File: src/rtl/md_pkg.sv
// Shared types and default latencies for the HI/LO multiply/divide issue controller.
package md_pkg;

  localparam int unsigned XLEN            = 32;
  localparam int unsigned DEF_LAT_MUL     = 5;
  localparam int unsigned DEF_LAT_DIV     = 10;
  localparam int unsigned DEF_WDOG_MARGIN = 2;
  localparam int unsigned CNT_W           = 8;

  typedef enum logic [3:0] {
    OP_NONE  = 4'd0,
    OP_MULT  = 4'd1,
    OP_MULTU = 4'd2,
    OP_DIV   = 4'd3,
    OP_DIVU  = 4'd4,
    OP_MADD  = 4'd5,
    OP_MADDU = 4'd6,
    OP_MFHI  = 4'd7,
    OP_MFLO  = 4'd8,
    OP_MTHI  = 4'd9,
    OP_MTLO  = 4'd10
  } md_op_t;

  typedef enum logic [1:0] {
    ST_IDLE   = 2'd0,
    ST_ISSUED = 2'd1,
    ST_BUSY   = 2'd2
  } md_state_t;

endpackage

File: src/rtl/md_issue_ctrl_if.sv
// Strobe/operand/status bus between the issue controller (master) and the muldiv unit (slave).
interface md_issue_ctrl_if;
  import md_pkg::*;

  logic            md_loen;
  logic            md_hien;
  logic            md_mdsel;
  logic            md_unsigned;
  logic            md_add;
  logic [XLEN-1:0] md_op1;
  logic [XLEN-1:0] md_op2;
  logic            md_busy;
  logic [XLEN-1:0] md_hi;
  logic [XLEN-1:0] md_lo;

  modport master (
    output md_loen, md_hien, md_mdsel, md_unsigned, md_add, md_op1, md_op2,
    input  md_busy, md_hi, md_lo
  );

  modport slave (
    input  md_loen, md_hien, md_mdsel, md_unsigned, md_add, md_op1, md_op2,
    output md_busy, md_hi, md_lo
  );
endinterface

File: src/rtl/md_wdog.sv
// Sticky latency watchdog: counts down from the expected latency plus margin after each start.
module md_wdog
  import md_pkg::*;
#(
  parameter int unsigned LAT_MUL     = DEF_LAT_MUL,
  parameter int unsigned LAT_DIV     = DEF_LAT_DIV,
  parameter int unsigned WDOG_MARGIN = DEF_WDOG_MARGIN
) (
  input  logic clk,
  input  logic reset,
  input  logic start,
  input  logic is_div,
  input  logic active,
  input  logic in_busy,
  input  logic md_busy,
  output logic wdog_err
);

  logic [CNT_W-1:0] exp_cnt;

  // The trip registers on the edge where exp_cnt reaches zero, so wdog_err is visible that cycle.
  always_ff @(posedge clk) begin
    if (reset) begin
      exp_cnt  <= '0;
      wdog_err <= 1'b0;
    end else begin
      if (start) begin
        exp_cnt <= is_div ? CNT_W'(LAT_DIV + WDOG_MARGIN) : CNT_W'(LAT_MUL + WDOG_MARGIN);
      end else if (active && (exp_cnt != '0)) begin
        exp_cnt <= exp_cnt - CNT_W'(1);
      end
      if (!start && in_busy && md_busy && (exp_cnt <= CNT_W'(1))) begin
        wdog_err <= 1'b1;
      end
    end
  end

endmodule

File: src/rtl/md_issue_ctrl.sv
// EX-stage issue controller for the HI/LO muldiv unit: decode, stall, HI/LO read-back, watchdog.
// Define MD_MADD_EN to decode MADD/MADDU; otherwise they behave as OP_NONE and md_add stays 0.
module md_issue_ctrl
  import md_pkg::*;
#(
  parameter int unsigned LAT_MUL     = DEF_LAT_MUL,
  parameter int unsigned LAT_DIV     = DEF_LAT_DIV,
  parameter int unsigned WDOG_MARGIN = DEF_WDOG_MARGIN
) (
  input  logic            clk,
  input  logic            reset,
  input  logic            op_valid,
  input  md_op_t          op_code,
  input  logic            ex_flush,
  input  logic [XLEN-1:0] rs_val,
  input  logic [XLEN-1:0] rt_val,
  output logic            stall,
  output logic            rd_valid,
  output logic [XLEN-1:0] rd_data,
  output logic            div_zero,
  output logic            wdog_err,
  md_issue_ctrl_if.master md
);

  md_state_t state;
  md_op_t    op_eff;
  logic      hilo_op;
  logic      blocked;
  logic      accept;
  logic      start;
  logic      is_div;

  // Legal-op filter; disabled accumulate ops collapse to OP_NONE.
  always_comb begin
    op_eff = OP_NONE;
    case (op_code)
      OP_MULT, OP_MULTU, OP_DIV, OP_DIVU,
      OP_MFHI, OP_MFLO, OP_MTHI, OP_MTLO: op_eff = op_code;
`ifdef MD_MADD_EN
      OP_MADD, OP_MADDU:                  op_eff = op_code;
`endif
      default:                            op_eff = OP_NONE;
    endcase
  end

  assign hilo_op = op_valid & ~ex_flush & (op_eff != OP_NONE);
  assign blocked = (state == ST_ISSUED) | md.md_busy;
  assign stall   = hilo_op & blocked;
  assign accept  = hilo_op & ~blocked;
  assign is_div  = (op_eff == OP_DIV) | (op_eff == OP_DIVU);
  assign start   = accept & ((op_eff == OP_MULT) | (op_eff == OP_MULTU) | is_div |
                             (op_eff == OP_MADD) | (op_eff == OP_MADDU));

  // A start in BUSY (md_busy already low) goes straight back to ISSUED.
  always_ff @(posedge clk) begin
    if (reset) begin
      state <= ST_IDLE;
    end else if (start) begin
      state <= ST_ISSUED;
    end else begin
      case (state)
        ST_ISSUED: state <= ST_BUSY;
        ST_BUSY:   state <= md.md_busy ? ST_BUSY : ST_IDLE;
        default:   state <= ST_IDLE;
      endcase
    end
  end

  // Unit strobes and read-back are only driven for the accepted instruction.
  always_comb begin
    md.md_loen     = 1'b0;
    md.md_hien     = 1'b0;
    md.md_mdsel    = 1'b0;
    md.md_unsigned = 1'b0;
    md.md_add      = 1'b0;
    md.md_op1      = '0;
    md.md_op2      = '0;
    rd_valid       = 1'b0;
    rd_data        = '0;
    div_zero       = 1'b0;
    if (start) begin
      md.md_loen     = 1'b1;
      md.md_hien     = 1'b1;
      md.md_mdsel    = is_div;
      md.md_unsigned = (op_eff == OP_MULTU) | (op_eff == OP_DIVU) | (op_eff == OP_MADDU);
`ifdef MD_MADD_EN
      md.md_add      = (op_eff == OP_MADD) | (op_eff == OP_MADDU);
`else
      md.md_add      = 1'b0;
`endif
      md.md_op1      = rs_val;
      md.md_op2      = rt_val;
      div_zero       = is_div & (rt_val == '0);
    end else if (accept) begin
      case (op_eff)
        OP_MTLO: begin
          md.md_loen = 1'b1;
          md.md_op1  = rs_val;
        end
        OP_MTHI: begin
          md.md_hien = 1'b1;
          md.md_op1  = rs_val;
        end
        OP_MFHI: begin
          rd_valid = 1'b1;
          rd_data  = md.md_hi;
        end
        OP_MFLO: begin
          rd_valid = 1'b1;
          rd_data  = md.md_lo;
        end
        default: ;
      endcase
    end
  end

  md_wdog #(
    .LAT_MUL     (LAT_MUL),
    .LAT_DIV     (LAT_DIV),
    .WDOG_MARGIN (WDOG_MARGIN)
  ) u_wdog (
    .clk      (clk),
    .reset    (reset),
    .start    (start),
    .is_div   (is_div),
    .active   (state != ST_IDLE),
    .in_busy  (state == ST_BUSY),
    .md_busy  (md.md_busy),
    .wdog_err (wdog_err)
  );

endmodule
File: src/flat_wrapper.sv
// flat-port wrapper written by rule: the top's interface ports become plain ports
module md_issue_ctrl_flat import md_pkg::*;
#(
  parameter int unsigned LAT_MUL     = DEF_LAT_MUL,
  parameter int unsigned LAT_DIV     = DEF_LAT_DIV,
  parameter int unsigned WDOG_MARGIN = DEF_WDOG_MARGIN
)
  (clk, reset, op_valid, op_code, ex_flush, rs_val, rt_val, stall, rd_valid, rd_data, div_zero, wdog_err, md_md_loen, md_md_hien, md_md_mdsel, md_md_unsigned, md_md_add, md_md_op1, md_md_op2, md_md_busy, md_md_hi, md_md_lo);
  md_issue_ctrl_if md_i ();
  input  logic clk;
  input  logic reset;
  input  logic op_valid;
  input  md_op_t op_code;
  input  logic ex_flush;
  input  logic [XLEN-1:0] rs_val;
  input  logic [XLEN-1:0] rt_val;
  output logic stall;
  output logic rd_valid;
  output logic [XLEN-1:0] rd_data;
  output logic div_zero;
  output logic wdog_err;
  output wire logic [$bits(md_i.md_loen)-1:0] md_md_loen;
  output wire logic [$bits(md_i.md_hien)-1:0] md_md_hien;
  output wire logic [$bits(md_i.md_mdsel)-1:0] md_md_mdsel;
  output wire logic [$bits(md_i.md_unsigned)-1:0] md_md_unsigned;
  output wire logic [$bits(md_i.md_add)-1:0] md_md_add;
  output wire logic [$bits(md_i.md_op1)-1:0] md_md_op1;
  output wire logic [$bits(md_i.md_op2)-1:0] md_md_op2;
  input wire logic [$bits(md_i.md_busy)-1:0] md_md_busy;
  input wire logic [$bits(md_i.md_hi)-1:0] md_md_hi;
  input wire logic [$bits(md_i.md_lo)-1:0] md_md_lo;
  assign md_md_loen = md_i.md_loen;
  assign md_md_hien = md_i.md_hien;
  assign md_md_mdsel = md_i.md_mdsel;
  assign md_md_unsigned = md_i.md_unsigned;
  assign md_md_add = md_i.md_add;
  assign md_md_op1 = md_i.md_op1;
  assign md_md_op2 = md_i.md_op2;
  assign md_i.md_busy = md_md_busy;
  assign md_i.md_hi = md_md_hi;
  assign md_i.md_lo = md_md_lo;
  md_issue_ctrl #(.LAT_MUL(LAT_MUL), .LAT_DIV(LAT_DIV), .WDOG_MARGIN(WDOG_MARGIN)) u_core (.clk(clk), .reset(reset), .op_valid(op_valid), .op_code(op_code), .ex_flush(ex_flush), .rs_val(rs_val), .rt_val(rt_val), .stall(stall), .rd_valid(rd_valid), .rd_data(rd_data), .div_zero(div_zero), .wdog_err(wdog_err), .md(md_i));
endmodule
File: config.mk
export PLATFORM = sky130hd
export DESIGN_NAME = md_issue_ctrl_flat
export DESIGN_NICKNAME = d
export VERILOG_FILES = /design/src/rtl/md_pkg.sv /design/src/rtl/md_issue_ctrl_if.sv /design/src/rtl/md_wdog.sv /design/src/rtl/md_issue_ctrl.sv /design/src/flat_wrapper.sv
export SDC_FILE = /design/constraint.sdc
export NUM_CORES = 1
export LEC_CHECK = 0
export ABC_CLOCK_PERIOD_IN_PS = 2300
export CORE_MARGIN = 5
export CORE_UTILIZATION = 26
export CTS_CLUSTER_DIAMETER = 40
export DETAILED_ROUTE_END_ITERATION = 7
export PLACE_DENSITY = 0.84
export SYNTH_ARGS = -nofsm -noshare
export SYNTH_HDL_FRONTEND = slang
export SYNTH_SLANG_ARGS = --single-unit
File: constraint.sdc
create_clock -name clk -period 2.3 [get_ports clk]
set_input_delay 0.46 -clock clk [delete_from_list [all_inputs] [get_ports clk]]
set_output_delay 0.46 -clock clk [all_outputs]
set_load 0.05 [all_outputs]
==> results of run 1 <==
==> metrics by stage <==
step                setup TNS, ns  hold slack (ns)  setup WS (ns)
floorplan                  -13.12           0.5287        -0.4285
global placement           -57.72           0.4593        -0.7026
detailed placement         -63.38           0.4764        -0.7975
CTS                        -24.82           0.4924        -0.3616
==> kinds of logic after synthesis <==
group	Yosys count
simple gates	162
compound gates	50
buf+inv	28
flops	11
fa+ha+maj	6
xor+xnor	6
other cells	1
mux	1
==> routing by layer <==
metal	track usage [%]	GRT overflow
met1	75.29	1
met2	101.1	138
met3	64.98	1
met4	94.46	78
met5	19.87	0
==> timing repair <==
| item | 4_1_cts |
|---|---|
| gates resized for setup | 146 |
| pin swaps | 78 |
| buffers inserted | 25 |
| endpoints found under the setup margin | 110 |
| endpoints found under the hold margin | 0 |
| cloned | 9 |
==> results.tsv, run 1 <==
metric	value	unit
status	stopped before the end	
Exit stage	global routing (5_1_grt)	
stop err	[ERROR GRT-0232] Routing congestion too high. Check the congestion heatmap in the GUI.	
GRT worst endpoint	rd_data[6]	
synthesized flop and latch total	11	
routability cong.	0.8584	
cell taking the most area after synthesis	and2_1	
simple-gate portion of the synthesized area	50.51	%
GRT overflow	218	
post-DP HPWL	10590	um
All-Layer GR Usage	81.60	%
Ys Warns	0	
Net Count, Synth	408	
CTS hold repair buffers	0	
port buffer count	240	
Compound-Gate Fraction of Synth Area	20.63	%
Row Count	30	
TritonCTS buffer count	3	
synthesized cell area	0.001838	mm^2
placed inst area	0.005663	mm^2
placed instance count	605	
chip width	94.08	um
pin count of the biggest net entering global routing	34	
sequential share of the synthesized area	11.98	%
Clock Tree Root	clkbuf_8	
initial antenna violation count	3	
# clock sinks	11	
adder-cell area share of the yosys netlist	4.084	%
Initial Utilization	26.90	%
Syn Area/Cell	6.936	um^2
top-count cell post-synth	and2_1	
Synth async-reset ratio	0	%
ys flop type	dfxtp_1	
Area contributors post-synth	and2_1 22%, a22oi_1 13%, dfxtp_1 12%, nor2_1 9.8%, ha_1 4.1%	
dominant combinational cell family by area after synthesis	simple AND/OR/NAND/NOR gates	
post-synth cell types	45	
share of Yosys cell area claimed by the top area cell type	22.12	%
Chip Height	94.08	um
post-synthesis mux area share	0.5446	%
gate count of the mapped netlist	265	
XOR/XNOR share of the synthesized area	2.859	%
H-tree depth	1	
# IOs	242	
CTS Buffer Depth	2	
WEP type	output port	
commonest cells in the netlist	65 x and2_1, 48 x nor2_1, 32 x a22oi_1	
number of flops mapped to enable cells by yosys	0	
==> run 2, diff against run 1 <==
Settings changed: CORE_UTILIZATION 26 to 20, CTS_CLUSTER_DIAMETER 40 to not set, PLACE_DENSITY 0.84 to not set, PLACE_DENSITY_LB_ADDON set to 0.15.
==> results.tsv, run 2 <==
metric	value	unit	change
CP cell instances	inv_2 -> ha_4 -> nor2_4 -> nand4b_1 -> or3_4 -> nand2b_4 -> buf_12 -> clkbuf_16 -> nor2_4 -> buf_12		
TritonCTS buffer count	3		unchanged
Via density	4.749		
XOR/XNOR share of the synthesized area	2.859	%	unchanged
sequential share of the synthesized area	11.98	%	unchanged
drt first pass iters	4		
Area contributors post-synth	and2_1 22%, a22oi_1 13%, dfxtp_1 12%, nor2_1 9.8%, ha_1 4.1%		unchanged
die area	0.01121	mm^2	
GRT overflow	0		
peak supply drop	0.3374	mV	
r2r setup slk	0.17	ns	
post-DP HPWL	8976	um	was 10590 um
# clock sinks	11		unchanged
routability cong.	0.7869		was 0.8584
max incr delay on CP	0.38	ns	
FF-to-FF Start	u_core.state[1]		
Crit-path slowest cell	or3_4		
CORE AREA	0.009109	mm^2	
synthesis-to-layout area growth	260.0	%	
adder-cell area share of the yosys netlist	4.084	%	unchanged
first-pass GRT wire length	17610	um	
fraction of layout cells with a size suffix above 1	55.06	%	
maximum clock rate	386.7	MHz	
chip width	105.9	um	was 94.08 um
crit path launch	u_core.state[1]		
Chip Height	105.9	um	was 94.08 um
fin nets	687		
post-synthesis mux area share	0.5446	%	unchanged
fin. max-slew vios	0		
H-tree depth	1		unchanged
top flop regs	u_core.u_wdog.exp_cnt: 8 flops, u_core.state: 2 flops, u_core.u_wdog.wdog_err: 1 flops		
share of Yosys cell area claimed by the top area cell type	22.12	%	unchanged
post-synth cell types	45		unchanged
simple-gate portion of the synthesized area	50.51	%	unchanged
initial antenna violation count	0		
number of flip-flops in the largest register	8		
post-route clock period utilization	112.4	%	
dominant combinational cell family by area after synthesis	simple AND/OR/NAND/NOR gates		unchanged
Pleak	2.530	nW	
synthesized cell area	0.001838	mm^2	unchanged
Final Hold Fails	0		
CTS hold repair buffers	0		unchanged
CTS tree	built		
# setup viols final	99		
number of flops mapped to enable cells by yosys	0		unchanged
drt total wl	12240	um	
number of global-route vias before repair	3282		
RR Endpoint	u_core.u_wdog.exp_cnt[3]		
Clock Tree Root	clkbuf_8		unchanged
ys flop type	dfxtp_1		unchanged
clk_lat worst skew	0.24	ns	
cell taking the most area after synthesis	and2_1		unchanged
commonest non-fill, non-tap cell in the layout	clkdlybuf4s50_1		
Initial Utilization	20.18	%	was 26.90%
r2r worst-path depth	13		
Slew HR	65.57	%	
Crit path required time	1.84	ns	
most frequent cells in the layout	119 x clkdlybuf4s50_1, 107 x buf_12, 65 x and2_4		
max cap viols	0		
antenna cell count	0		
Ys Warns	0		unchanged
Crit path depth	10		
Compound-Gate Fraction of Synth Area	20.63	%	unchanged
Synth async-reset ratio	0	%	unchanged
Syn Area/Cell	6.936	um^2	unchanged
top-count cell post-synth	and2_1		unchanged
status	finished, violations left		was stopped before the end
DRC	0		
unrepaired setup endpoints after global routing	true		
Net Count, Synth	408		unchanged
Hold Path Class	register to register		
Reg area	221.5	um^2	
CTS Buffer Depth	2		unchanged
Top reg by flops	u_core.u_wdog.exp_cnt		
Data arrival, critical path	2.13	ns	
Setup Skew	0.0003955	ns	
WL/cell	18.71	um	
filler cell count	634		
CP Launch Type	register		
Row Count	35		was 30
worst-margin pin slew	0.5148	ns	
setup ws final	-0.2862	ns	
commonest cells in the netlist	65 x and2_1, 48 x nor2_1, 32 x a22oi_1		unchanged
Bufs and invs on worst path	4		
DRT antenna net count	0		
failing checks	negative setup slack		
synthesized flop and latch total	11		unchanged
pwr dens	148.7	mW/mm^2	
post-layout util	72.64	%	
Setup CP Type	register to output port		
Fin Setup TNS	-19.50	ns	
vias post-DR	3106		
pin count of the biggest net entering global routing	34		
Clock transition at path regs	0.05	ns	
Multi-input gate area	0.002001	mm^2	
CP endpoint kind	output port		
Tmin final	2.586	ns	
CP max FO	5		
drt initial violations	119		
# IOs	242		unchanged
gate count of the mapped netlist	265		unchanged
All-Layer GR Usage	19.57	%	
port buffer count	240		unchanged
gate family responsible for the most delay along the worst path	simple AND/OR/NAND/NOR gates		
CP Capture Point	rd_data[28]		
## run 2: how the worst min path moves through the flow
stage                             start                       end  cells after the start
2_1_floorplan  u_core.u_wdog.exp_cnt[7]  u_core.u_wdog.exp_cnt[7]                      2
3_3_place_gp     u_core.u_wdog.wdog_err    u_core.u_wdog.wdog_err                      2
3_5_place_dp     u_core.u_wdog.wdog_err    u_core.u_wdog.wdog_err                      2
4_1_cts          u_core.u_wdog.wdog_err    u_core.u_wdog.wdog_err                      2
5_1_grt          u_core.u_wdog.wdog_err    u_core.u_wdog.wdog_err                      2
6_report         u_core.u_wdog.wdog_err    u_core.u_wdog.wdog_err                      2
## run 2: area by class of cell
class,instances,area share [%]
clock buffer,3,0.6241
clock inverter,1,0.07564
inverter,4,0.2269
multi-input combinational,226,30.24
sequential,11,3.347
tap,111,2.099
timing repair buffer,298,63.39
## run 2: stage by stage
| step | hold WS, ns | power (mW) | setup WS (ns) | instances | area [um^2] |
|---|---|---|---|---|---|
| final | 0.4688 | 0.9840 | -0.2862 | 654 | 6616 |
| after CTS | 0.4734 | 0.9708 | -0.2829 | 646 | 6446 |
| after global routing | 0.5036 | 1.028 | -0.3572 | 654 | 6616 |
| after global placement | 0.4536 | 0.7020 | -0.5318 | 622 | 5722 |
| after detailed placement | 0.4610 | 0.7100 | -0.5848 | 622 | 5722 |
| after floorplan | 0.5287 | 0.3611 | -0.4285 | 265 | 2001 |
## run 2: layer usage
layer  GRT usage [%]  part of all wire, %  vias up  wire length (um)
met5               0                    0        -                 0
met4           4.255                  1.8        0               217
met3           5.573                  8.9       15              1086
met2           39.03                   55      156              6750
met1           19.86                   34     1457              4184
li1                -                    -     1478                 -
## run 2: kinds of logic (layout without fill, tap and decap cells)
family	Yosys count	in the layout
flip-flops	11	11
multiplexers	1	1
adder cells (fa/ha/maj)	6	6
other	1	1
buffers and inverters	28	306
AO/OA/AOI/OAI	50	50
XOR/XNOR	6	6
AND/OR/NAND/NOR	162	162
## run 2: repair_timing
item	CTS	global route
setup endpoints to repair	104	102
gates cloned	8	3
pin swaps	46	50
endpoints found under the hold margin	0	0
resized for setup	126	46
setup buffers	13	10
## run 2: power by group
part	internal (mW)	switching [mW]	leakage (nW)
Sequential	0.193	0.00232	0.0892
Clock	0.119	0.0780	0.0255
Combinational	0.360	0.232	2.42
Total	0.672	0.312	2.53
## run 2: worst min-delay path: cells and delay by family, from the launching register on
kind	cells	cell delay, ns
compound gates	1	0.04
flops	1	0.32
simple gates	1	0.07
No activity file was read; power rests on OpenSTA's default activity.
==> run 3, diff against run 2 <==
Settings changed: CTS_CLUSTER_DIAMETER set to 50.
==> results of run 3 <==
Final layout, timing and power as in run 2 (identical DEF).
